### config.mk
export PLATFORM = sky130hd
export DESIGN_NAME = seq_multiplier_sm_flat
export DESIGN_NICKNAME = d
export VERILOG_FILES = /design/src/rtl/seq_multiplier_sm_pkg.sv /design/src/rtl/seq_multiplier_sm_if.sv /design/src/rtl/seq_multiplier_sm_dp.sv /design/src/rtl/seq_multiplier_sm.sv /design/src/flat_wrapper.sv
export SDC_FILE = /design/constraint.sdc
export NUM_CORES = 1
export LEC_CHECK = 0
export BUFFER_PORTS_ARGS = -buffer_cell sky130_fd_sc_hd__buf_2
export CAP_MARGIN = 20
export CELL_PAD_IN_SITES_DETAIL_PLACEMENT = 0
export CELL_PAD_IN_SITES_GLOBAL_PLACEMENT = 1
export CORE_UTILIZATION = 48
export CTS_BUF_LIST = sky130_fd_sc_hd__clkbuf_4
export DETAILED_ROUTE_END_ITERATION = 8
export GPL_ROUTABILITY_DRIVEN = 0
export MAX_ROUTING_LAYER = met4
export PLACE_DENSITY_LB_ADDON = 0.1
export SYNTH_ARGS = -nofsm -noshare
export SYNTH_HDL_FRONTEND = slang
export SYNTH_HIERARCHICAL = 1
export SYNTH_SLANG_ARGS = --single-unit
### constraint.sdc
create_clock -name clk -period 2.7 [get_ports clk]
set_input_delay 0.27 -clock clk [delete_from_list [all_inputs] [get_ports clk]]
set_output_delay 0.27 -clock clk [all_outputs]
set_load 0.005 [all_outputs]
### src/rtl/seq_multiplier_sm_pkg.sv
// Shared definitions for the sequential shift-add multiplier.
//   state_e : controller state encoding (IDLE / RUN / FINAL)
//   clog2   : bits needed to count 0 .. value-1
package seq_multiplier_sm_pkg;

  typedef enum logic [1:0] {
    IDLE  = 2'b00,
    RUN   = 2'b01,
    FINAL = 2'b10
  } state_e;

  function automatic int unsigned clog2(input int unsigned value);
    int unsigned r;
    r = 0;
    for (int unsigned i = 0; i < 32; i++) begin
      if ((64'd1 << i) < 64'(value)) r = i + 1;
    end
    return r;
  endfunction

endpackage

### src/rtl/seq_multiplier_sm_if.sv
// Request/response bundle between the controller and the multiplier.
//   master : drives start, is_signed, a, b; observes busy, done, res
//   slave  : the multiplier side
interface seq_multiplier_sm_if #(
  parameter int unsigned WIDTH = 8
);

  logic                   start;
  logic                   is_signed;
  logic [WIDTH-1:0]       a;
  logic [WIDTH-1:0]       b;
  logic                   busy;
  logic                   done;
  logic [2*WIDTH-1:0]     res;

  modport master (output start, is_signed, a, b, input busy, done, res);
  modport slave  (input start, is_signed, a, b, output busy, done, res);

endinterface

### src/rtl/seq_multiplier_sm_dp.sv
// Shift-add datapath for seq_multiplier_sm.
//   clk, reset_n      : clock, async active-low reset
//   load              : capture operand magnitudes and result sign, clear acc
//   step              : one partial product: conditional add, shift a/b
//   finish            : write the sign-corrected accumulator to res
//   is_signed, a, b   : operands (used only with load)
//   b_rest_zero       : multiplier bits remaining after this step are all zero
//   res               : product, held between finishes
module mult_shift_add_dp #(
  parameter int unsigned WIDTH = 8
) (
  input  logic               clk,
  input  logic               reset_n,
  input  logic               load,
  input  logic               step,
  input  logic               finish,
  input  logic               is_signed,
  input  logic [WIDTH-1:0]   a,
  input  logic [WIDTH-1:0]   b,
  output logic               b_rest_zero,
  output logic [2*WIDTH-1:0] res
);

  logic [2*WIDTH-1:0] a_q, a_d;
  logic [WIDTH-1:0]   b_q, b_d;
  logic [2*WIDTH-1:0] acc_q, acc_d;
  logic               neg_q, neg_d;
  logic [2*WIDTH-1:0] res_q, res_d;

  logic [WIDTH-1:0]   a_mag;
  logic [WIDTH-1:0]   b_mag;
  logic [WIDTH-1:0]   b_shift;

  always_comb begin
    // Magnitude in WIDTH bits unsigned: the most negative value maps exactly.
    a_mag       = (is_signed && a[WIDTH-1]) ? -a : a;
    b_mag       = (is_signed && b[WIDTH-1]) ? -b : b;
    b_shift     = b_q >> 1;
    b_rest_zero = (b_shift == '0);

    a_d   = a_q;
    b_d   = b_q;
    acc_d = acc_q;
    neg_d = neg_q;
    res_d = res_q;

    if (load) begin
      a_d   = {{WIDTH{1'b0}}, a_mag};
      b_d   = b_mag;
      acc_d = '0;
      neg_d = is_signed & (a[WIDTH-1] ^ b[WIDTH-1]);
    end else if (step) begin
      if (b_q[0]) acc_d = acc_q + a_q;
      a_d = a_q << 1;
      b_d = b_shift;
    end

    if (finish) res_d = neg_q ? -acc_q : acc_q;
  end

  always_ff @(posedge clk or negedge reset_n) begin
    if (!reset_n) begin
      a_q   <= '0;
      b_q   <= '0;
      acc_q <= '0;
      neg_q <= 1'b0;
      res_q <= '0;
    end else begin
      a_q   <= a_d;
      b_q   <= b_d;
      acc_q <= acc_d;
      neg_q <= neg_d;
      res_q <= res_d;
    end
  end

  assign res = res_q;

endmodule

### src/rtl/seq_multiplier_sm.sv
// Sequential shift-add multiplier, one partial product per clock.
//   clk      : rising-edge clock
//   reset_n  : asynchronous active-low reset, aborts any operation
//   bus      : start/is_signed/a/b in, busy/done/res out (slave side)
// Parameters: WIDTH operand width (>=2), EARLY_EXIT stop once the remaining
// multiplier bits are zero.
module seq_multiplier_sm
  import seq_multiplier_sm_pkg::*;
#(
  parameter int unsigned WIDTH      = 8,
  parameter bit          EARLY_EXIT = 1'b0
) (
  input  logic               clk,
  input  logic               reset_n,
  seq_multiplier_sm_if.slave bus
);

  localparam int unsigned CNT_W = clog2(WIDTH);

  state_e             state_q, state_d;
  logic [CNT_W-1:0]   cnt_q, cnt_d;
  logic               busy_q, busy_d;
  logic               done_q, done_d;

  logic               load;
  logic               step;
  logic               finish;
  logic               b_rest_zero;
  logic [2*WIDTH-1:0] res;

  always_comb begin
    state_d = state_q;
    cnt_d   = cnt_q;
    done_d  = 1'b0;
    load    = 1'b0;
    step    = 1'b0;
    finish  = 1'b0;

    unique case (state_q)
      IDLE: begin
        if (bus.start) begin
          load    = 1'b1;
          cnt_d   = '0;
          state_d = RUN;
        end
      end
      RUN: begin
        step  = 1'b1;
        cnt_d = cnt_q + 1'b1;
        if (cnt_q == CNT_W'(WIDTH - 1) || (EARLY_EXIT && b_rest_zero))
          state_d = FINAL;
      end
      FINAL: begin
        finish  = 1'b1;
        done_d  = 1'b1;
        state_d = IDLE;
      end
      default: state_d = IDLE;
    endcase

    // busy/done registered from the next state so they align with state_q.
    busy_d = (state_d != IDLE);
  end

  always_ff @(posedge clk or negedge reset_n) begin
    if (!reset_n) begin
      state_q <= IDLE;
      cnt_q   <= '0;
      busy_q  <= 1'b0;
      done_q  <= 1'b0;
    end else begin
      state_q <= state_d;
      cnt_q   <= cnt_d;
      busy_q  <= busy_d;
      done_q  <= done_d;
    end
  end

  mult_shift_add_dp #(
    .WIDTH (WIDTH)
  ) u_dp (
    .clk         (clk),
    .reset_n     (reset_n),
    .load        (load),
    .step        (step),
    .finish      (finish),
    .is_signed   (bus.is_signed),
    .a           (bus.a),
    .b           (bus.b),
    .b_rest_zero (b_rest_zero),
    .res         (res)
  );

  assign bus.busy = busy_q;
  assign bus.done = done_q;
  assign bus.res  = res;

endmodule

### src/flat_wrapper.sv
// flat-port wrapper written by rule: the top's interface ports become plain ports
module seq_multiplier_sm_flat import seq_multiplier_sm_pkg::*;
#(
  parameter int unsigned WIDTH      = 8,
  parameter bit          EARLY_EXIT = 1'b0
)
  (clk, reset_n, bus_start, bus_is_signed, bus_a, bus_b, bus_busy, bus_done, bus_res);
  seq_multiplier_sm_if #(.WIDTH(WIDTH)) bus_i ();
  input  logic clk;
  input  logic reset_n;
  input wire logic [$bits(bus_i.start)-1:0] bus_start;
  input wire logic [$bits(bus_i.is_signed)-1:0] bus_is_signed;
  input wire logic [$bits(bus_i.a)-1:0] bus_a;
  input wire logic [$bits(bus_i.b)-1:0] bus_b;
  output wire logic [$bits(bus_i.busy)-1:0] bus_busy;
  output wire logic [$bits(bus_i.done)-1:0] bus_done;
  output wire logic [$bits(bus_i.res)-1:0] bus_res;
  assign bus_i.start = bus_start;
  assign bus_i.is_signed = bus_is_signed;
  assign bus_i.a = bus_a;
  assign bus_i.b = bus_b;
  assign bus_busy = bus_i.busy;
  assign bus_done = bus_i.done;
  assign bus_res = bus_i.res;
  seq_multiplier_sm #(.WIDTH(WIDTH), .EARLY_EXIT(EARLY_EXIT)) u_core (.clk(clk), .reset_n(reset_n), .bus(bus_i));
endmodule
==> out/results.tsv, run 1 <==
stage	metric	value	unit
cells_and_area	n_fill_cell	737	
cells_and_area	nNetsFinal	514	
clock_tree	cts_tree	yes	
clock_tree	clock_latency	0.42	ns
clock_tree	cts_max_path_buffers	2	
clock_tree	clockRootBuffer	clkbuf_4	
place	io_buffers	37	
detailed_routing	wirelength	8.51	mm
timing	tns	0	ns
timing	fmax	0.410	GHz
detailed_routing	postRouteAntennaNets	0	
global_route	grt_max_degree	31	
clock_tree	htreeDepth	3	
global_route	grt_first_pass_wirelength	14.6	mm
timing	finalCriticalPeriod	2.44	ns
synthesis	syn_area_per_cell	9.20	sq um
place	place_inst	563	
detailed_routing	routedWlPerCell	14.7	um
global_route	antenna_found_initial	0	
worst_setup_path	critPathCaptureType	flop	
timing	tightest_slew	0.491	ns
cells_and_area	multi_input_area	2280	sq um
pwr	finalPower	4.77	mW
detailed_routing	firstDrtPassIters	4	
synthesis	syn-num-nets	476	
clock_tree	cts.sinks	64	
worst_setup_path	start_kind	flop	
global_route	grt_pass1_vias	3057	
synthesis	syn_inst	435	
floorplanning	die_w	93.3	um
timing	rsz0062_at_grt	no	
worst_setup_path	cp.arrival	2.73	ns
timing	period_share	90.4	%
timing	hold_violations	0	
floorplanning	row_count	32	
worst_setup_path	max_stage_delay	0.59	ns
global_route	grt_overflow_total	0	
run	maxCapViolations	0	
worst_setup_path	critical_path.cell_chain	or4_4 -> nor4b_4 -> or3b_1 -> o31ai_1 -> xor2_1 -> a21oi_1	
clock_tree	cts-buffers-inserted	9	
timing	setup_ws	0.259	ns
floorplanning	die-area	8710	sq um
detailed_routing	via_per_inst	5.54	
timing	setup_viol	0	
run_status	status	complete, no violations	
detailed_routing	first_iter_violations	181	
place	dp_hpwl	6.33	mm
cells_and_area	area_growth	11.5	%
global_route	grt_use_total	22.1	%
synthesis	netlist_area	4000	sq um
cells_and_area	seq_area	1600	sq um
place	dp_worst_setup_slack	0.288	ns
cells_and_area	finalNonFillerCells	580	
synthesis	yosys_warnings	6	
clock_tree	clkTransAtPathRegs	0.11	ns
clock_tree	ctsResizeCount	0	
pwr	ir_drop	353	uV
floorplanning	core_area	7890	sq um
worst_setup_path	crit_type	reg2reg	
detailed_routing	drc	0	
detailed_routing	via_count	3212	
worst_setup_path	crit_path_max_fanout	6	
cells_and_area	drive_gt1_share	16.5	%
pwr	powerDensity	1070	nW/um^2
worst_hold_path	hold_path.class	in2reg	
floorplanning	io_pins	38	
timing	finalMaxSlewViolations	0	
floorplanning	die_h	93.3	um
worst_setup_path	slowest_stage	or4_4	
cells_and_area	antenna_cells	0	
pwr	leakage	2.13	nW
timing	max_slew_margin	67.2	%
worst_setup_path	crit_required	2.99	ns
floorplanning	start_util	50.8	%
timing	fin_skew	0.0152	ns
[per-layer routing]
| layer | vias up | wire (um) | global-route usage [%] |
|---|---|---|---|
| met2 | 72 | 3890 | 35.0 |
| li1 | 1634 | - | - |
| met4 | 0 | 89 | 6.92 |
| met1 | 1500 | 4220 | 28.6 |
| met5 | - | 0 | - |
| met3 | 6 | 316 | 4.15 |
[critical path, delay by kind of cell, from the launching register on]
kind | cells | cell delay (ns)
XOR/XNOR | 1 | 0.18
AND/OR/NAND/NOR | 3 | 1.32
AO/OA/AOI/OAI | 2 | 0.34
flip-flops | 1 | 0.48
[placed cells by master, fill, tap and decap left out, types with 3 or more instances in the layout]
cell type	n
dfrtp_1	64
nor2_1	48
buf_2	37
a21oi_1	36
nand2_1	33
o21ai_0	32
mux2i_1	24
ha_1	20
inv_1	16
xor2_1	15
nand3_1	13
xnor2_1	12
clkbuf_4	10
buf_4	9
nor3_1	8
mux2_2	7
a31oi_1	6
and3_1	6
a211oi_1	5
nand2b_1	4
o31ai_1	4
a21o_1	4
o21a_1	4
clkinv_2	3
and2_1	3
nor2b_1	3
o211ai_1	3
a211o_1	3
nand4_1	3
[path summary, 6_finish.rpt]
path,start,to,slack [ns],cells past startpoint
min,bus_start,u_core/bus.busy,0.11,3
min reg2reg,u_core/u_dp/res[0],u_core/u_dp/res[0],0.51,1
max reg2reg,u_core/u_dp/acc_q[4],u_core/u_dp/res[14],0.26,6
max,u_core/u_dp/acc_q[4],u_core/u_dp/res[14],0.26,6
min in group asynchronous,reset_n,u_core/bus.busy,0.31,2
max in group asynchronous,reset_n,u_core/u_dp/a_q[6],1.67,3
[final cells by class]
cell class | instances | share of cell area (%)
sequential | 64 | 35.9
clock buffer | 10 | 1.68
timing repair buffer | 47 | 5.89
tap | 102 | 2.86
clock inverter | 6 | 1.35
inverter | 16 | 1.35
multi-input combinational | 335 | 51.0
[power by group]
group          switching, mW  leakage, nW  internal (mW)  total, mW
clock network          0.351       0.0722          0.288      0.638
logic                   1.31         1.25           1.10       2.41
registers              0.366        0.807           1.35       1.72
[registers in the layout, indices dropped and copies added, names as in the netlist]
signal             count
u_core/bus.done        1
u_core/cnt_q           3
u_core/u_dp/acc_q     16
u_core/state_q         2
u_core/u_dp/b_q        8
u_core/bus.busy        1
u_core/u_dp/neg_q      1
u_core/u_dp/a_q       16
u_core/u_dp/res       16
[through the flow]
stage,hold slack [ns],util [%],instance area (sq um)
floorplan,-0.0256,-,4000
global placement,0.238,54.8,4320
detailed placement,0.247,54.8,4320
CTS,0.0897,56.6,4460
global route,0.0833,56.6,4460
finish,0.106,56.6,4460
[repair_timing]
action | 4_1_cts | 5_1_grt
setup buffers | 0 | 0
hold endpoints to repair | 18 | 0
hold buffers | 1 | 0
Power figures use the tool's default switching activity.
==> inputs of run 2 (changes only) <==
--- a/config.mk
+++ b/config.mk
@@ -9,12 +9,14 @@
 export CAP_MARGIN = 20
 export CELL_PAD_IN_SITES_DETAIL_PLACEMENT = 0
 export CELL_PAD_IN_SITES_GLOBAL_PLACEMENT = 1
-export CORE_UTILIZATION = 48
+export CORE_UTILIZATION = 45
 export CTS_BUF_LIST = sky130_fd_sc_hd__clkbuf_4
 export DETAILED_ROUTE_END_ITERATION = 8
 export GPL_ROUTABILITY_DRIVEN = 0
+export GPL_TIMING_DRIVEN = 0
 export MAX_ROUTING_LAYER = met4
 export PLACE_DENSITY_LB_ADDON = 0.1
+export REMOVE_ABC_BUFFERS = 1
 export SYNTH_ARGS = -nofsm -noshare
 export SYNTH_HDL_FRONTEND = slang
 export SYNTH_HIERARCHICAL = 1
==> out/results.tsv, run 2 (same netlist as run 1, synthesis figures left out) <==
stage	metric	value	unit	change
run_status	status	finished with violations		
run_status	violations	design-rule violations		
cells_and_area	drive_gt1_share	15.5	%	-1.0 points
timing	setup_viol	0		unchanged
clock_tree	cts_max_path_buffers	2		unchanged
run	maxCapViolations	0		unchanged
floorplanning	die-area	9280	sq um	+6.5%
worst_hold_path	hold_path.class	in2reg		
detailed_routing	via_per_inst	5.60		+1.1%
clock_tree	htreeDepth	3		unchanged
timing	fmax	0.393	GHz	-4.1%
worst_setup_path	rr_worst_depth	9		+3
detailed_routing	postRouteAntennaNets	0		unchanged
floorplanning	row_count	34		+6.3%
cells_and_area	antenna_cells	0		unchanged
floorplanning	die_w	96.3	um	+3.2%
floorplanning	die_h	96.3	um	+3.2%
clock_tree	cts.sinks	64		unchanged
pwr	powerDensity	1070	nW/um^2	about the same
cells_and_area	nNetsFinal	508		-1.2%
detailed_routing	via_count	3241		+0.90%
worst_hold_path	whs_path_depth	3		unchanged
global_route	grt_max_degree	65		+110%
detailed_routing	first_iter_violations	115		-36%
global_route	antenna_found_initial	0		unchanged
cells_and_area	layout_common_cells	64 x dfrtp_1, 48 x nor2_1, 36 x buf_2, 36 x a21oi_1, 33 x nand2_1		
timing	finalCriticalPeriod	2.55	ns	+0.105 ns
worst_setup_path	start_kind	flop		
detailed_routing	firstDrtPassIters	6		+2
pwr	ir_drop	448	uV	+27%
worst_hold_path	worst_hold_path.endpoint	u_core/bus.busy		
floorplanning	core_area	8680	sq um	+10%
timing	tightest_slew	0.904	ns	+0.413 ns
pwr	leakage	2.11	nW	-0.82%
worst_setup_path	crit_path_max_fanout	5		-1
worst_setup_path	crit_required	3.00	ns	about the same
timing	period_share	94.3	%	+3.9 points
worst_setup_path	cp.arrival	2.84	ns	+0.11 ns
floorplanning	io_pins	38		unchanged
timing	tns	0	ns	unchanged
detailed_routing	routedWlPerCell	15.2	um	+3.3%
detailed_routing	wirelength	8.78	mm	+3.1%
clock_tree	clock_latency	0.41	ns	about the same
pwr	finalPower	4.76	mW	-0.14%
clock_tree	cts_setup_buffers	0		unchanged
clock_tree	clockRootBuffer	clkbuf_4		
place	dp_hpwl	6.18	mm	-2.3%
timing	finalMaxSlewViolations	0		unchanged
floorplanning	start_util	46.1	%	-4.6 points
worst_setup_path	timing.rr.start	u_core/u_dp/acc_q[0]		
cells_and_area	final_common_cell	dfrtp_1		
global_route	grt_pass1_vias	2917		-4.6%
timing	max_slew_margin	39.5	%	-28 points
global_route	grt_use_total	21.4	%	-0.64 points
timing	hold_violations	0		unchanged
clock_tree	cts-buffers-inserted	9		unchanged
worst_setup_path	r2r_setup_slack	0.15	ns	-0.10 ns
cells_and_area	n_fill_cell	847		+15%
worst_hold_path	worstHoldStart	bus_start		
worst_setup_path	crit_type	reg2reg		
cells_and_area	area_growth	11.3	%	
clock_tree	clkTransAtPathRegs	0.11	ns	about the same
timing	fin_skew	0.0143	ns	-0.000901 ns
clock_tree	cts_tree	yes		
global_route	grt_first_pass_wirelength	14.4	mm	-0.85%
worst_setup_path	critPathCaptureType	flop		
global_route	grt_overflow_total	0		unchanged
worst_setup_path	r2r-end	u_core/u_dp/acc_q[10]		
detailed_routing	drc	1		+1
place	io_buffers	37		unchanged
==> run 2: worst max-delay path by stage <==
| stage | startpoint | endpoint | slack, ns | cells after the start |
|---|---|---|---|---|
| after floorplan | u_core/state_q[0] | u_core/u_dp/acc_q[14] | -0.80 | 6 |
| after global placement | u_core/state_q[0] | u_core/u_dp/acc_q[14] | -2.24 | 6 |
| after detailed placement | u_core/state_q[0] | u_core/u_dp/acc_q[15] | -0.26 | 5 |
| after CTS | u_core/state_q[0] | u_core/u_dp/acc_q[15] | 0.001 | 5 |
| after global routing | u_core/state_q[0] | u_core/u_dp/acc_q[12] | -0.0006 | 5 |
| final | u_core/u_dp/acc_q[0] | u_core/u_dp/acc_q[10] | 0.15 | 9 |
==> run 2: area by class of cell <==
class                      instances  area (sq um)  share of cell area, %
multi-input combinational        336          2290                   51.5
clock buffer                      10          75.1                   1.68
sequential                        64          1600                   35.9
timing repair buffer              40           240                   5.39
tap                              108           135                   3.03
inverter                          16          60.1                   1.35
clock inverter                     5          48.8                   1.10
==> run 2: power by group <==
part	internal (mW)	switching, mW	total (mW)
clock network	0.281	0.347	0.627
registers	1.35	0.368	1.72
logic	1.10	1.31	2.41
total	2.73	2.03	4.76
==> run 2: worst max-delay path: stages, from the launching register on <==
cell and delay (ns):
dfrtp_1 0.42, ha_1 0.22, inv_1 0.06, fa_1 0.39
nor2b_1 0.22, o31a_1 0.24, o21a_1 0.20, o21ai_0 0.15
a2111o_1 0.43, o311ai_0 0.09
==> run 2: through the flow <==
step                      instances  setup slack [ns]  area, sq um  util, %  hold slack, ns
final                           579             0.154         4460     51.3           0.116
after CTS                       579           0.00128         4450     51.2          0.0839
after detailed placement        562            -0.261         4300     49.6           0.431
after global placement          560             -2.24         4250     49.0           0.488
after global routing            579         -0.000552         4460     51.3          0.0964
after floorplan                 415            -0.805         3930        -         -0.0256
==> run 2: per-layer routing <==
layer / routed length (um) / track usage (%)
met5: 0 / -
met2: 3970 / 32.2
met3: 222 / 3.71
met4: 148 / 9.07
met1: 4440 / 28.5
==> run 2: repair_timing <==
item                                    4_1_cts  5_1_grt
endpoints found under the hold margin        64        0
hold buffers                                  1        0
endpoints found under the setup margin        5        2
resized for setup                             0        4
cloned                                        1        0
